<file path="src/rtl/trace_pkg.sv">
// Shared definitions for the commit trace buffer: capture modes, FSM state
// encoding and the entry layout (wdata, inst, pc, rd, rf_we, exc, [ts]).
package trace_pkg;

  localparam logic [1:0] MODE_FIFO = 2'b00;
  localparam logic [1:0] MODE_WRAP = 2'b01;
  localparam logic [1:0] MODE_TRIG = 2'b10;

  localparam logic [1:0] ST_IDLE   = 2'd0;
  localparam logic [1:0] ST_RUN    = 2'd1;
  localparam logic [1:0] ST_POST   = 2'd2;
  localparam logic [1:0] ST_FROZEN = 2'd3;

  localparam int RD_W   = 5;
  localparam int META_W = RD_W + 2;

  function automatic int off_inst(int xlen);
    return xlen;
  endfunction

  function automatic int off_pc(int xlen);
    return 2 * xlen;
  endfunction

  function automatic int off_rd(int xlen);
    return 3 * xlen;
  endfunction

  function automatic int off_rf_we(int xlen);
    return 3 * xlen + RD_W;
  endfunction

  function automatic int off_exc(int xlen);
    return 3 * xlen + RD_W + 1;
  endfunction

  function automatic int off_ts(int xlen);
    return 3 * xlen + META_W;
  endfunction

  function automatic int entry_w(int xlen, int ts_w, bit ts_en);
    return 3 * xlen + META_W + (ts_en ? ts_w : 0);
  endfunction

endpackage

</file>
<file path="src/rtl/trace_ram.sv">
// Trace entry storage: one synchronous write port, one asynchronous read port.
// No reset; entry validity is tracked entirely by the top-level pointers.
module trace_ram #(
  parameter int DEPTH = 16,
  parameter int EW    = 103,
  localparam int AW   = $clog2(DEPTH)
) (
  input  logic          clk,
  input  logic          we_i,
  input  logic [AW-1:0] waddr_i,
  input  logic [EW-1:0] wdata_i,
  input  logic [AW-1:0] raddr_i,
  output logic [EW-1:0] rdata_o
);

  logic [EW-1:0] mem_q [DEPTH];

  always_ff @(posedge clk) begin
    if (we_i) mem_q[waddr_i] <= wdata_i;
  end

  assign rdata_o = mem_q[raddr_i];

endmodule

</file>
<file path="src/rtl/commit_trace_buffer.sv">
// Retire-trace recorder beside WB: circular buffer with FIFO/WRAP/TRIG capture.
// Define TRACE_TIMESTAMP_EN to append a free-running cycle stamp to each entry.
module commit_trace_buffer
  import trace_pkg::*;
#(
  parameter int XLEN  = 32,
  parameter int DEPTH = 16,
  parameter int TS_W  = 16,
  localparam int AW   = $clog2(DEPTH),
  localparam int CW   = AW + 1,
`ifdef TRACE_TIMESTAMP_EN
  localparam bit TS_EN = 1'b1,
`else
  localparam bit TS_EN = 1'b0,
`endif
  localparam int EW   = entry_w(XLEN, TS_W, TS_EN)
) (
  input  logic            clk,
  input  logic            rst_n,
  input  logic            wb_valid,
  input  logic [XLEN-1:0] wb_pc,
  input  logic [XLEN-1:0] wb_inst,
  input  logic            wb_rf_we,
  input  logic [4:0]      wb_wb_reg,
  input  logic [XLEN-1:0] wb_data,
  input  logic            wb_exc,
  input  logic [1:0]      cfg_mode,
  input  logic            cfg_arm,
  input  logic            cfg_stop,
  input  logic [XLEN-1:0] cfg_trig_pc,
  input  logic [CW-1:0]   cfg_post,
  output logic            rd_valid,
  input  logic            rd_ready,
  output logic [EW-1:0]   rd_data,
  output logic [CW-1:0]   count,
  output logic            overflow,
  output logic [15:0]     drop_cnt,
  output logic [1:0]      state
);

  logic [1:0]    state_q, state_d;
  logic [1:0]    mode_q, mode_d;
  logic [AW-1:0] wr_ptr_q, wr_ptr_d;
  logic [AW-1:0] rd_ptr_q, rd_ptr_d;
  logic [CW-1:0] count_q, count_d;
  logic [CW-1:0] post_q, post_d;
  logic          overflow_q, overflow_d;
  logic [15:0]   drop_q, drop_d;

  logic          recording, full, pop, cap, drop, evict, wr_en, trig_hit;
  logic [EW-1:0] entry;

`ifdef TRACE_TIMESTAMP_EN
  logic [TS_W-1:0] ts_q;

  // Free-running stamp; arm deliberately leaves it alone so stamps stay monotonic.
  always_ff @(posedge clk or negedge rst_n) begin
    if (!rst_n) ts_q <= '0;
    else        ts_q <= ts_q + TS_W'(1);
  end

  assign entry = {ts_q, wb_exc, wb_rf_we, wb_wb_reg, wb_pc, wb_inst, wb_data};
`else
  assign entry = {wb_exc, wb_rf_we, wb_wb_reg, wb_pc, wb_inst, wb_data};
`endif

  assign recording = (state_q == ST_RUN) || (state_q == ST_POST);
  assign full      = (count_q == CW'(DEPTH));
  assign pop       = rd_valid && rd_ready;
  assign cap       = wb_valid && recording && !cfg_arm;
  // A same-cycle pop frees a slot, so a full buffer only loses data without one.
  assign drop      = cap && full && !pop && (mode_q == MODE_FIFO);
  assign evict     = cap && full && !pop && (mode_q != MODE_FIFO);
  assign wr_en     = cap && !drop;
  assign trig_hit  = cap && (state_q == ST_RUN) && (mode_q == MODE_TRIG) &&
                     (wb_pc == cfg_trig_pc);

  always_comb begin
    state_d    = state_q;
    mode_d     = mode_q;
    wr_ptr_d   = wr_ptr_q;
    rd_ptr_d   = rd_ptr_q;
    count_d    = count_q;
    post_d     = post_q;
    overflow_d = overflow_q;
    drop_d     = drop_q;

    if (cfg_arm) begin
      state_d    = ST_RUN;
      // Reserved encoding is folded into WRAP at latch time.
      mode_d     = ((cfg_mode == MODE_FIFO) || (cfg_mode == MODE_TRIG)) ? cfg_mode : MODE_WRAP;
      wr_ptr_d   = '0;
      rd_ptr_d   = '0;
      count_d    = '0;
      post_d     = '0;
      overflow_d = 1'b0;
      drop_d     = '0;
    end else begin
      if (wr_en)        wr_ptr_d = wr_ptr_q + AW'(1);
      if (pop || evict) rd_ptr_d = rd_ptr_q + AW'(1);

      if (wr_en && !pop && !evict) count_d = count_q + CW'(1);
      else if (pop && !wr_en)      count_d = count_q - CW'(1);

      if (drop || evict) begin
        overflow_d = 1'b1;
        if (drop_q != 16'hFFFF) drop_d = drop_q + 16'd1;
      end

      if (cfg_stop && recording) begin
        state_d = ST_IDLE;
      end else if (trig_hit) begin
        post_d  = cfg_post;
        state_d = (cfg_post == '0) ? ST_FROZEN : ST_POST;
      end else if (cap && (state_q == ST_POST)) begin
        post_d = post_q - CW'(1);
        if (post_q == CW'(1)) state_d = ST_FROZEN;
      end
    end
  end

  always_ff @(posedge clk or negedge rst_n) begin
    if (!rst_n) begin
      state_q    <= ST_IDLE;
      mode_q     <= MODE_FIFO;
      wr_ptr_q   <= '0;
      rd_ptr_q   <= '0;
      count_q    <= '0;
      post_q     <= '0;
      overflow_q <= 1'b0;
      drop_q     <= '0;
    end else begin
      state_q    <= state_d;
      mode_q     <= mode_d;
      wr_ptr_q   <= wr_ptr_d;
      rd_ptr_q   <= rd_ptr_d;
      count_q    <= count_d;
      post_q     <= post_d;
      overflow_q <= overflow_d;
      drop_q     <= drop_d;
    end
  end

  trace_ram #(
    .DEPTH (DEPTH),
    .EW    (EW)
  ) u_ram (
    .clk     (clk),
    .we_i    (wr_en),
    .waddr_i (wr_ptr_q),
    .wdata_i (entry),
    .raddr_i (rd_ptr_q),
    .rdata_o (rd_data)
  );

  assign rd_valid = (count_q != '0);
  assign count    = count_q;
  assign overflow = overflow_q;
  assign drop_cnt = drop_q;
  assign state    = state_q;

endmodule
</file>
<file path="config.mk">
export PLATFORM = sky130hd
export DESIGN_NAME = commit_trace_buffer
export DESIGN_NICKNAME = d
export VERILOG_FILES = /design/src/rtl/trace_pkg.sv /design/src/rtl/trace_ram.sv /design/src/rtl/commit_trace_buffer.sv
export SDC_FILE = /design/constraint.sdc
export NUM_CORES = 1
export LEC_CHECK = 0
export CAP_MARGIN = 10
export CORE_AREA = 2 2 345 347
export CTS_BUF_LIST = sky130_fd_sc_hd__clkbuf_8 sky130_fd_sc_hd__clkbuf_16
export DETAILED_ROUTE_END_ITERATION = 12
export DIE_AREA = 0 0 347 349
export PLACE_DENSITY = 0.73
export SKIP_CTS_REPAIR_TIMING = 1
export SYNTH_ARGS = -nofsm -noshare
export SYNTH_HDL_FRONTEND = slang
export SYNTH_HIERARCHICAL = 1
export SYNTH_SLANG_ARGS = --single-unit
export TNS_END_PERCENT = 10
</file>
<file path="constraint.sdc">
create_clock -name clk -period 21.3 [get_ports clk]
set_input_delay 4.26 -clock clk [delete_from_list [all_inputs] [get_ports clk]]
set_output_delay 4.26 -clock clk [all_outputs]
set_load 0.05 [all_outputs]
</file>
Yosys cells after proc, flatten, opt, wreduce, memory -nomap -nowiden
Memory sizes are Yosys's and may differ from the RTL's. Index checks and enable logic that the tools add are counted.

Flip-flop bits (word level): 39. Bits in writable memories: 1648. Bits of input ports: 148. Word-level logic and storage cells: 90. Memories kept: 1.

Memory list: u_ram.mem_q (depth 16, bits a word 103, rd ports 1, clocked after Yosys merged registers in 0, write ports 1, RTL line trace_ram.sv:16) `logic [EW-1:0] mem_q [DEPTH];`.

Add/sub/neg operators: 6. Equality and inequality tests: 9. Multiplexer cells: 25. Reduce and logical (&&, ||, !) cells: 41.

Operators by type and width (number): $mux W16 (3); $mux W5 (7); $eq A32 B32 Y1 (1); $add A16 B1 Y16 const B (1); $logic_and A1 B1 Y1 (16); $mux W4 (4); $ne A16 B16 Y1 const B (1); $mux W2 (6); $reduce_bool A2 Y1 (5); $sub A5 B1 Y5 const B (2); $add A4 B1 Y4 const B (2); $reduce_bool A4 Y1 (2); $eq A2 B2 Y1 const B (3); $reduce_and A2 Y1 (3); $reduce_bool A3 Y1 (2); $add A5 B1 Y5 const B (1); $eq A5 B1 Y1 const B (1); $eq A5 B5 Y1 const B (1); $logic_not A1 Y1 (5); $logic_not A5 Y1 (1); $mux W1 (5); $reduce_bool A5 Y1 (1); $logic_not A2 Y1 (2); $logic_or A1 B1 Y1 (4); 2 further kinds (2).

Longest topological paths before layout
Depth after elaboration: 14. Mapped depth: 10. Gate-level depth less buffers: 10.

Modules after synthesis
Netlist, hierarchy kept.

Modules (own cells, without submodules): trace_ram (instances 1, cells each 2533, area each 61625.4 µm², sequential area each 49487.5 µm²); commit_trace_buffer (instances 1, cells each 288, area each 2641.3 µm², sequential area each 975.9 µm²).

Worst setup path after synthesis
No wires, ideal clock.

Kind: input to register. Start: input port cfg_arm. End: memory u_ram.mem_q[0][0], enable pin. Arrival: 12.295 ns. Required time: 20.609 ns. Setup slack: 8.315 ns. Cell stages on the path: 4. Cell sequence: nor3b_4 o21a_1 or3b_2 nor3_1.

Cells in the longest elaborated chain, start to end: 9.

Ends and longest elaborated chain: start: declaration (RTL line commit_trace_buffer.sv:28) `input logic cfg_arm,`; $logic_not A1 Y1 (*) (RTL line commit_trace_buffer.sv:70) `assign cap = wb_valid && recording && !cfg_arm;`; $logic_and A1 B1 Y1 (*) (RTL line commit_trace_buffer.sv:70); $logic_and A1 B1 Y1 (3 in a row) (RTL line commit_trace_buffer.sv:72) `assign drop = cap && full && !pop && (mode_q == MODE_FIFO);`; $logic_not A1 Y1 (RTL line commit_trace_buffer.sv:74) `assign wr_en = cap && !drop;`; $logic_and A1 B1 Y1 (*) (RTL line commit_trace_buffer.sv:74); named net wr_en (RTL line commit_trace_buffer.sv:50) `logic recording, full, pop, cap, drop, evict, wr_en, trig_hit;`; $mux W1 (*) (RTL line trace_ram.sv:19) `if (we_i) mem_q[waddr_i] <= wdata_i;`; $mux W1 (implied by the code) (*) (RTL line trace_ram.sv:19); end: declaration (RTL line trace_ram.sv:16).

The timed path passes the listed nets; every way through them passes the cells marked *.

Worst setup path in the final report
Start: register rd_ptr_q[0]. End: output port rd_data[42].

Cells in the longest elaborated chain, start to end: 1.

Ends and longest elaborated chain: start: declaration (RTL line commit_trace_buffer.sv:44) `logic [AW-1:0] rd_ptr_q, rd_ptr_d;`; start signal: assignment (RTL line commit_trace_buffer.sv:136) `rd_ptr_q <= rd_ptr_d;`; $mem_v2 Z16 W103; end: declaration (RTL line commit_trace_buffer.sv:34) `output logic [EW-1:0] rd_data,`.

Every way passes these cells.

==> reports/results.env <==
STATUS='finished, final reports clean'
AREA_ENCLOSED_BY_THE_DIE_BOUNDARY_UM2=121100
DRTANTENNAVIOLNETS=0
SYNTH-WARNING-COUNT=6
GRT_PASS1_VIAS=32500
POSTSYNTHCELLCOUNT=2821
GRT_PASS1_WL_UM=220400
RR_STARTPOINT='state[0]$_DFFE_PN0P_'
FINAL.SETUP.WORST_SLACK_PS=10640
GRT_MAX_DEGREE=173
POWER_FRAC_CLOCK=0.331
TOTAL_I_O_PIN_COUNT=276
DRT_DRC_VIOLATIONS_LEFT=0
REG2REG_SETUP_SLACK_PS=16110
STARTPOINT='rd_ptr_q[0]$_DFFE_PN0P_'
CLK_ROOT_BUFFER_CELL='sky130_fd_sc_hd__clkbuf_16'
GR-USAGE-ALL-LAYERS=0.2534
CRITPATHREQUIREDTIME_PS=17040
FIN_CRIT_SH=0.5003
IRDROPWORSTVDD_mV=0.08715
WORST_HOLD_PATH_TYPE='reg -> reg'
POST_SYNTH_INSTANCE_AREA_UM2=64270
PLACEMENT.IO_BUFFERS=275
ARR_TIME_CRIT_PATH_PS=6400
1ST_ITER_DRT_VIOLS=3462
MIN_PERIOD_PS=10660
WORST_R2R_ENDPOINT='u_ram/mem_q[1][48]$_DFFE_PP_'
NETLIST_TOP_CELLS_AREA='sky130_fd_sc_hd__edfxtp_1 77%, sky130_fd_sc_hd__mux4_2 14%, sky130_fd_sc_hd__a22oi_1 2.4%'
CLK_PATH_BUF_DEPTH=3
SYNTHESIS.NETS=2981
DETAILROUTE.VIA_COUNT=31250
SYNTH_EDF_COUNT=1648
ROWS=126
TOTAL_SWITCHING_POWER_mW=2.249
TIMING.SLEW.HEADROOM=0.2143
WORST_CLOCK_SKEW_PS=19.35
WORST-PATH-MAX-FANOUT=55
CLK_PIN_SLEW_PS=60
LEAKAGE_nW=22.93
ANTENNA_FOUND_INITIAL=19
CELL_INTERNAL_PWR_mW=6.086
MAX_CLOCK_FREQ_MHz=93.84
DRT-PASS1-ITER-COUNT=8
GP_CONGESTION=0.7523
CRITICAL_PATH.ENDPOINT_TYPE='output pin'
FIN_UTIL=0.6289
SYNTH_SEQ_AREA_SHARE=0.7852
CTS_TREE='yes'
YS_TYPES=47
LAYOUT.CELL_AREA.NON_FILLER_UM2=73870
PWR_DENSITY_CELL_nW_PER_UM2=112.8
TIMING.FINAL.SETUP_VIOLATIONS=0
CLKSINKCOUNT=1687
SETUP_REPAIR_AFTER_GLOBAL_ROUTING_MISSED_ITS_MARGIN='no'
FINAL_HOLD_VIOL_COUNT=0
PWR-SHARE-SEQ=0.448
DIE_HEIGHT_UM=349
REG2REG_DEPTH=8
FLOORPLAN.INITIALDENSITY=0.5472
YOSYS.AREA.TOP_TYPE='sky130_fd_sc_hd__edfxtp_1'
DP_HPWL_UM=79110
HOLD_PATH_DEPTH=2
TOTALWIRELENGTH_UM=151700
WORST_SLEW_PIN_SLEW_PS=1172
DP_SLACK_PS=11190
CRIT_PATH_START_KIND='register'
INSERTION_DELAY_PS=760
SWITCHING_PART_OF_THE_TOTAL=0.2698
POST_ROUTE_CELLS_DRIVE_ABOVE_1_SHARE=0.2211
PLACED_AREA_UM2=68720
FINAL-INSTANCE-COUNT-EXCL-FILL=4850
SYN_AREA_PER_CELL_UM2=22.78
SUM_OF_OVERFLOW_ACROSS_ALL_LAYERS_AFTER_GLOBAL_ROUTING=0
SYNTH_TOP_AREA_SHARE=0.7700
NUMBER_OF_SYNTHESIZED_REGISTER_BITS=1687
DIE_WIDTH_UM=347
ASYNCSETRESETFLOPFRACSYNTH=0.02312
CRIT_PATH_END='rd_data[42]'
DRT-WIRELENGTH-PER-CELL_UM=31.28
DRT-VIAS-PER-INSTANCE=6.444
COMMONEST_REGISTER_CELL_AFTER_SYNTHESIS='sky130_fd_sc_hd__edfxtp_1'
PWR-SHARE-COMB=0.221
DP.CELLS=4546
SUMMED_NEGATIVE_SETUP_SLACK_OVER_ALL_ENDPOINTS_PS=0
MAX_CAP_VIOL_COUNT=0
SYN_TO_FINAL_GROWTH_PCT=14.94
FINAL-MAX-SLEW-VIOLATION-COUNT=0
CORE-AREA_UM2=117500
PATH_CLASS='reg -> out'
CTSHTREEMAXLEVEL=4
FINALNETCOUNT=3336
NUMCTSBUFFERS=164
## routing by layer
layer	vias up	global-route usage	wire length (µm)
met4	24	0.06273	3034
met1	16770	0.3518	58600
met5	-	0	162
met3	237	0.05285	13920
li1	12690	-	-
met2	1528	0.4174	75990
## final cells by class
class | count | area, µm²
clock buffer | 172 | 4293
inverter | 7 | 26.28
timing repair buffer | 335 | 3223
multi-input combinational | 981 | 13080
clock inverter | 124 | 837.1
tap | 1536 | 1922
antenna | 8 | 20.02
fill | 7588 | 43580
sequential | 1687 | 50470
## worst min path at each step
stage,start,endpoint,slack (ps)
after floorplan,mode_q[1]$_DFFE_PN0P_,mode_q[1]$_DFFE_PN0P_,470
after CTS,overflow$_DFFE_PN0P_,overflow$_DFFE_PN0P_,510
after global placement,mode_q[1]$_DFFE_PN0P_,mode_q[1]$_DFFE_PN0P_,490
final,overflow$_DFFE_PN0P_,overflow$_DFFE_PN0P_,510
after global routing,overflow$_DFFE_PN0P_,overflow$_DFFE_PN0P_,530
after detailed placement,overflow$_DFFE_PN0P_,overflow$_DFFE_PN0P_,490
## power by group through the flow
stage	Clock [mW]	Sequential, mW	Combinational [mW]
2_1_floorplan	0	3.78	1.42
3_3_place_gp	0	3.80	1.82
3_5_place_dp	0	3.81	1.85
4_1_cts	2.81	3.74	1.86
5_1_grt	2.93	3.74	1.95
6_report	2.76	3.74	1.84
## flip-flops by register name, indices dropped and copies added, names as in the netlist
signal,count
state,2
mode_q,2
drop_cnt,16
u_ram/mem_q,1648
count,5
rd_ptr_q,4
post_q,5
wr_ptr_q,4
overflow,1
## cells in the mapped netlist, types with 3 or more instances
cell type / instances
sky130_fd_sc_hd__a21o_1: 3
sky130_fd_sc_hd__mux2i_1: 5
sky130_fd_sc_hd__o21ai_0: 9
sky130_fd_sc_hd__buf_4: 17
sky130_fd_sc_hd__a31oi_1: 7
sky130_fd_sc_hd__inv_1: 7
sky130_fd_sc_hd__a21oi_1: 7
sky130_fd_sc_hd__nand4_1: 12
sky130_fd_sc_hd__and3_1: 3
sky130_fd_sc_hd__buf_1: 28
sky130_fd_sc_hd__mux4_2: 412
sky130_fd_sc_hd__buf_6: 28
sky130_fd_sc_hd__nor2_1: 46
sky130_fd_sc_hd__dfrtp_1: 39
sky130_fd_sc_hd__nand2_1: 133
sky130_fd_sc_hd__xnor2_1: 30
sky130_fd_sc_hd__buf_2: 17
sky130_fd_sc_hd__nand3_1: 13
sky130_fd_sc_hd__clkbuf_1: 56
sky130_fd_sc_hd__edfxtp_1: 1648
sky130_fd_sc_hd__nor3_1: 9
sky130_fd_sc_hd__and4_1: 3
sky130_fd_sc_hd__nor2b_1: 5
sky130_fd_sc_hd__ha_1: 11
sky130_fd_sc_hd__xor2_1: 25
sky130_fd_sc_hd__a22oi_1: 206
sky130_fd_sc_hd__nor4_1: 5
sky130_fd_sc_hd__and2_1: 4
sky130_fd_sc_hd__nand2b_1: 8
## critical path, cell delays in order, from the launching register on
cell and delay [ps]:
sky130_fd_sc_hd__dfrtp_4 1150, sky130_fd_sc_hd__buf_4 880, sky130_fd_sc_hd__buf_4 910, sky130_fd_sc_hd__buf_4 870
sky130_fd_sc_hd__mux4_2 590, sky130_fd_sc_hd__a22oi_1 280, sky130_fd_sc_hd__nand2_1 130, sky130_fd_sc_hd__clkdlybuf4s50_1 710
## cells in the final DEF (no fill, tap or decap), drive strengths merged, types with 4 or more instances in the layout
| cell type | Yosys | routed |
|---|---|---|
| clkdlybuf4s50 | 0 | 274 |
| o21ai | 9 | 9 |
| bufinv | 0 | 11 |
| nor2b | 5 | 5 |
| nor3 | 9 | 9 |
| nand4 | 12 | 12 |
| nand2 | 133 | 133 |
| and2 | 4 | 4 |
| nor2 | 46 | 46 |
| clkbuf | 56 | 172 |
| xor2 | 25 | 25 |
| clkinv | 0 | 73 |
| dfrtp | 39 | 39 |
| buf | 90 | 61 |
| a22oi | 206 | 206 |
| diode | 0 | 8 |
| ha | 11 | 11 |
| mux2i | 5 | 5 |
| nand2b | 8 | 8 |
| inv | 7 | 44 |
| xnor2 | 30 | 30 |
| mux4 | 412 | 412 |
| a31oi | 7 | 7 |
| nor4 | 7 | 7 |
| edfxtp | 1648 | 1648 |
| a21oi | 7 | 7 |
| nand3 | 14 | 14 |
## metrics by stage
| stage | power [mW] | hold slack, ps |
|---|---|---|
| 2_1_floorplan | 5.197 | 468.8 |
| 3_3_place_gp | 5.625 | 487.5 |
| 3_5_place_dp | 5.660 | 490.8 |
| 4_1_cts | 8.407 | 512.4 |
| 5_1_grt | 8.625 | 528.0 |
| 6_report | 8.335 | 512.5 |
## cells by family after synthesis
family                   count (synthesis)  synth area share
multiplexers                           419            0.1455
buffers and inverters                  153           0.01353
AND/OR/NAND/NOR                        256           0.01857
flip-flops                            1687            0.7852
AO/OA/AOI/OAI                          239           0.02722
adder cells (fa/ha/maj)                 12          0.002453
XOR/XNOR                                55          0.007495
Note: power is estimated with default switching activity, not from simulation.
